[src/rtl/remote_cmd_sched.sv]
// remote_cmd_sched: queues 16-bit tour commands and issues them to
// RemoteComm one at a time with ACK check, timeout and bounded retry.
module remote_cmd_sched #(
  parameter int         DEPTH       = 8,
  parameter logic [7:0] ACK         = 8'hA5,
  parameter int         TIMEOUT_CYC = 2_000_000,
  parameter int         MAX_RETRY   = 2
) (
  input  logic                   clk,
  input  logic                   rst_n,
  input  logic                   push,
  input  logic [15:0]            push_cmd,
  input  logic                   abort,
  output logic                   full,
  output logic                   empty,
  output logic [$clog2(DEPTH):0] level,
  output logic                   ovfl,
  output logic [15:0]            cmd,
  output logic                   send_cmd,
  input  logic                   cmd_sent,
  input  logic                   resp_rdy,
  input  logic [7:0]             resp,
  output logic                   busy,
  output logic                   cmd_done,
  output logic                   cmd_err
);
  localparam int AW = $clog2(DEPTH);
  localparam int LW = AW + 1;
  localparam int TW = $clog2(TIMEOUT_CYC + 1);
  localparam int RW = (MAX_RETRY < 1) ? 1 : $clog2(MAX_RETRY + 1);
  localparam logic [TW-1:0] T_LAST = TW'(TIMEOUT_CYC - 1);
  localparam logic [TW-1:0] T_MAX  = '1;
  localparam logic [RW-1:0] R_MAX  = RW'(MAX_RETRY);
  localparam logic [LW-1:0] L_FULL = LW'(DEPTH);

  typedef enum logic [1:0] {
    IDLE, SEND, WAIT_SENT, WAIT_RESP
  } state_t;

  state_t        state, state_n;
  logic [15:0]   mem [DEPTH];
  logic [AW-1:0] wr_ptr, rd_ptr;
  logic [TW-1:0] timer;
  logic [RW-1:0] retry_cnt;
  logic [LW-1:0] level_n;
  logic          pop, fail, timeout, accept;
  logic          load, retry_inc;
  logic          send_n, done_n, err_n;

  assign timeout = (timer == T_LAST);
  // a full FIFO still accepts when the head leaves in the same cycle
  assign accept  = push && (!full || pop);
  assign level_n = level + LW'(accept) - LW'(pop);

  always_comb begin
    state_n   = state;
    pop       = 1'b0;
    fail      = 1'b0;
    load      = 1'b0;
    retry_inc = 1'b0;
    send_n    = 1'b0;
    done_n    = 1'b0;
    err_n     = 1'b0;
    unique case (state)
      IDLE: begin
        if (!empty) begin
          state_n = SEND;
          load    = 1'b1;
          send_n  = 1'b1;
        end
      end
      SEND: state_n = WAIT_SENT;
      WAIT_SENT: begin
        if (timeout) fail = 1'b1;
        else if (cmd_sent) state_n = WAIT_RESP;
      end
      WAIT_RESP: begin
        if (resp_rdy && resp == ACK) begin
          pop     = 1'b1;
          done_n  = 1'b1;
          state_n = IDLE;
        end else if (resp_rdy || timeout) begin
          fail = 1'b1;
        end
      end
      default: state_n = IDLE;
    endcase
    if (fail) begin
      if (retry_cnt < R_MAX) begin
        retry_inc = 1'b1;
        send_n    = 1'b1;
        state_n   = SEND;
      end else begin
        pop     = 1'b1;
        err_n   = 1'b1;
        state_n = IDLE;
      end
    end
  end

  always_ff @(posedge clk) begin
    if (accept && !abort) mem[wr_ptr] <= push_cmd;
  end

  always_ff @(posedge clk) begin
    if (!rst_n || abort) begin
      state     <= IDLE;
      wr_ptr    <= '0;
      rd_ptr    <= '0;
      level     <= '0;
      full      <= 1'b0;
      empty     <= 1'b1;
      ovfl      <= 1'b0;
      send_cmd  <= 1'b0;
      busy      <= 1'b0;
      cmd_done  <= 1'b0;
      cmd_err   <= 1'b0;
      retry_cnt <= '0;
      timer     <= '0;
      if (!rst_n) cmd <= '0;
    end else begin
      state    <= state_n;
      level    <= level_n;
      full     <= (level_n == L_FULL);
      empty    <= (level_n == '0);
      ovfl     <= push && full && !pop;
      send_cmd <= send_n;
      busy     <= (state_n != IDLE);
      cmd_done <= done_n;
      cmd_err  <= err_n;
      if (accept) wr_ptr <= wr_ptr + 1'b1;
      if (pop) rd_ptr <= rd_ptr + 1'b1;
      if (load) begin
        cmd       <= mem[rd_ptr];
        retry_cnt <= '0;
      end else if (retry_inc) begin
        retry_cnt <= retry_cnt + 1'b1;
      end
      // timer reads 0 in the strobe cycle and counts from there
      if (send_n) timer <= '0;
      else if (state != IDLE && timer != T_MAX) timer <= timer + 1'b1;
    end
  end

endmodule

[config.mk]
export PLATFORM = sky130hd
export DESIGN_NAME = remote_cmd_sched
export DESIGN_NICKNAME = d
export VERILOG_FILES = /design/src/rtl/remote_cmd_sched.sv
export SDC_FILE = /design/constraint.sdc
export NUM_CORES = 1
export LEC_CHECK = 0
export ABC_AREA = 1
export CAP_MARGIN = 15
export CORE_UTILIZATION = 68
export CTS_BUF_LIST = sky130_fd_sc_hd__clkbuf_8 sky130_fd_sc_hd__clkbuf_16
export DETAILED_ROUTE_END_ITERATION = 16
export DONT_BUFFER_PORTS = 1
export GPL_ROUTABILITY_DRIVEN = 1
export HOLD_SLACK_MARGIN = 0.02
export PLACE_DENSITY = 0.87
export SLEW_MARGIN = 25
export SYNTH_ARGS = -nofsm -noshare
export SYNTH_HDL_FRONTEND = slang
export SYNTH_SLANG_ARGS = --single-unit
[constraint.sdc]
create_clock -name clk -period 7.01 [get_ports clk]
set_input_delay 1.402 -clock clk [delete_from_list [all_inputs] [get_ports clk]]
set_output_delay 1.402 -clock clk [all_outputs]
set_load 0.05 [all_outputs]
==> flow_metrics.py <==
metrics = {
    "clocking": {
        "clockRootBuffer": "clkbuf_16",
        "holdBufCountCts": 0,
        "clkLatencyLatePin_ns": 0.44,
        "post_cts_buffers": 0,
        "cts_tree": "yes",
        "clockBufferDepth": 2,
        "cts_resized": 0,
        "cts_max_level": 4,
        "clk_pin_slew_ns": 0.06,
        "cts.sinks": 189,
        "numCtsBuffers": 17,
    },
    "synth": {
        "synthTopCellsByCount": "150 x nor2_1, 144 x edfxtp_1, 78 x o21ai_0",
        "syn_area_per_cell_um2": 11.1,
        "async_flop_share_pct": 0,
        "synthSimpleGateAreaFrac_pct": 15.7,
        "synth.most_common_cell": "nor2_1",
        "synthTopCellsByArea": "edfxtp_1 56%, dfxtp_1 12%, nor2_1 7.3%",
        "postSynthCellCount": 700,
        "seq_area_frac_synth_pct": 67.5,
        "synth_compound_area_share_pct": 10.2,
        "ys_seq_elements": 189,
        "synth_cell_types": 42,
        "synth.cell_area_mm2": 0.00774,
        "synth.area.mux_share_pct": 0,
        "synth_ff_type": "edfxtp_1",
        "synth_fa_ha_area_share_pct": 1.39,
        "synth_top_family_by_area": "simple AND/OR/NAND/NOR gates",
        "synth_area_leader_cell": "edfxtp_1",
        "synth_edf_count": 144,
        "synth.top_cell.area_share_pct": 55.8,
        "synth-xor-area-share_pct": 1.36,
        "synthesis.nets": 738,
        "ys_warn_count": 0,
    },
    "global_routing": {
        "grt_pass1_wl_um": 25000,
        "grt_overflow": 0,
        "grt_use_total_pct": 29.1,
        "grt_start_max_net_pins": 66,
        "antenna_found_initial": 0,
        "grt_pass1_vias": 5232,
    },
    "final_layout": {
        "nNetsFinal": 738,
        "area_delta_synth_final_pct": 8.64,
        "diodes": 0,
        "final_util_pct": 76.6,
        "drive_gt1_share_pct": 8.98,
    },
    "sta": {
        "tns_ns": 0,
        "slew_violations": 0,
        "period_needed_ns": 3.43,
        "grt_setup_unrepaired": "false",
        "relSlewSlack_pct": 30.8,
        "worst_clock_skew_ns": 0.0157,
        "report.final.hold_viol_count": 0,
        "post-route-period-util_pct": 48.9,
        "worst_slew_pin_slew_ns": 1.03,
        "fmax_mhz": 292,
        "setup_viol_count_final": 0,
    },
    "worst_setup_path": {
        "arrival_ns": 3.78,
        "critPathCaptureType": "flop",
        "r2r-end": "empty",
        "r2r_slack_ns": 3.85,
        "rr_worst_depth": 18,
        "crit_fanout": 9,
        "required_ns": 7.36,
        "crit_path_start_kind": "input port",
        "reg2reg_from": "timer[0]",
        "path_class": "input port to flop",
    },
    "power": {
        "powerDensity_mw_per_mm2": 261,
        "power.leakage_nw": 2.90,
        "peakVddDrop_mv": 0.229,
    },
    "min_path": {
        "min_path_type": "flop to flop",
        "hp-start": "rd_ptr[0]",
        "min_to": "rd_ptr[0]",
        "hold_depth": 1,
    },
    "die": {
        "dieArea_mm2": 0.0118,
        "die_y_um": 109,
        "io_pins": 57,
        "start_util_pct": 70.5,
        "num_rows": 38,
        "coreArea_mm2": 0.0110,
        "die_w_um": 109,
    },
    "detailed_routing": {
        "detail_route.vias_per_cell": 6.11,
        "drc": 0,
        "initialDrtViolationCount": 483,
        "detail-route-antenna-nets": 0,
        "wl_per_cell_um": 18.4,
        "wl_um": 15700,
        "vias": 5214,
        "dr.pass1.iters": 6,
    },
    "placement": {
        "port_buffers": 0,
        "hpwl_um": 8800,
        "gp_congestion": 0.844,
    },
    "job": {
        "cap_violations": 0,
    },
    "status": {
        "status": "complete, no violations",
    },
}
## cell type report
| type | count | area, µm² |
|---|---|---|
| fill | 628 | 2570 |
| clock inverter | 15 | 123 |
| inverter | 46 | 175 |
| multi-input combinational | 437 | 2220 |
| clock buffer | 17 | 425 |
| sequential | 189 | 5230 |
| tap | 140 | 175 |
| timing repair buffer | 9 | 67.6 |
## worst max-delay path, cell delays in order
cell     delay [ns]
inv_1          0.03
nand2_1        0.04
nor2_1         0.11
nand3_1        0.10
nand2_1        0.10
nand2_1        0.07
nand2_1        0.09
nand2_2        0.10
nand2_2        0.14
nand3_4        0.14
nand2_1        0.11
ha_1           0.22
inv_1          0.06
ha_1           0.13
inv_1          0.06
fa_1           0.37
xor2_1         0.19
nand3_1        0.11
o21ai_0        0.19
## cell families after synthesis
kind of cell,count (synthesis)
AO/OA/AOI/OAI,145
XOR/XNOR,12
adder cells (fa/ha/maj),8
buffers and inverters,74
flip-flops,189
AND/OR/NAND/NOR,272
## worst max path at each step
stage                 start    end  slack [ns]  cells after the start
floorplan           resp[1]  empty        3.48                     19
global placement    resp[1]  empty        3.38                     19
detailed placement  resp[1]  empty        3.22                     19
CTS                 resp[1]  empty        3.59                     19
global route        resp[1]  empty        3.34                     19
finish              resp[1]  empty        3.58                     19
## stage by stage
step / total power, mW / area, µm² / worst slack (ns) / hold slack, ns / std cells
6_report: 2.20 / 8410 / 3.58 / 0.491 / 853
5_1_grt: 2.25 / 8410 / 3.34 / 0.496 / 853
4_1_cts: 2.20 / 8410 / 3.59 / 0.486 / 853
3_5_place_dp: 1.32 / 7870 / 3.22 / 0.470 / 821
3_3_place_gp: 1.32 / 7860 / 3.38 / 0.462 / 821
2_1_floorplan: 1.31 / 7740 / 3.48 / 0.446 / 700
## flip-flops by register name (all words and copies together) (netlist names), named ones only
name and flops:
cmd 16, ovfl 1, retry_cnt 2, level 4, busy 1, cmd_done 1, state 2, wr_ptr 3
full 1, rd_ptr 3, mem 128, send_cmd 1, empty 1, cmd_err 1, timer 21
## per-layer routing
metal	vias up	GRT usage (%)	share of wire (%)
met5	-	0	0
met4	0	16.4	2.7
met3	39	7.23	7.8
met2	252	46.9	51
met1	2478	36.0	39
li1	2445	-	-
## placed cells by master, fill, tap and decap left out, types with 3 or more instances in the layout
cell	n
inv_1	43
o22ai_1	17
nand4_1	8
nor3b_1	3
clkbuf_16	17
inv_2	3
nand2_2	8
nor3_2	4
a31oi_1	16
nor3_1	5
clkinv_1	5
buf_4	9
inv_6	3
xor2_1	9
edfxtp_1	144
ha_1	7
xnor2_1	3
nor2_1	150
o21ai_1	8
o21bai_1	3
nand3_1	19
o21ai_0	77
dfxtp_1	44
a21oi_1	18
nand2_1	64
## power by group
group | switching [mW] | total [mW] | internal (mW)
Combinational | 0.0320 | 0.0443 | 0.0124
Clock | 0.411 | 0.898 | 0.488
Sequential | 0.0339 | 1.25 | 1.22
Note: power is estimated with default switching activity, not from simulation.
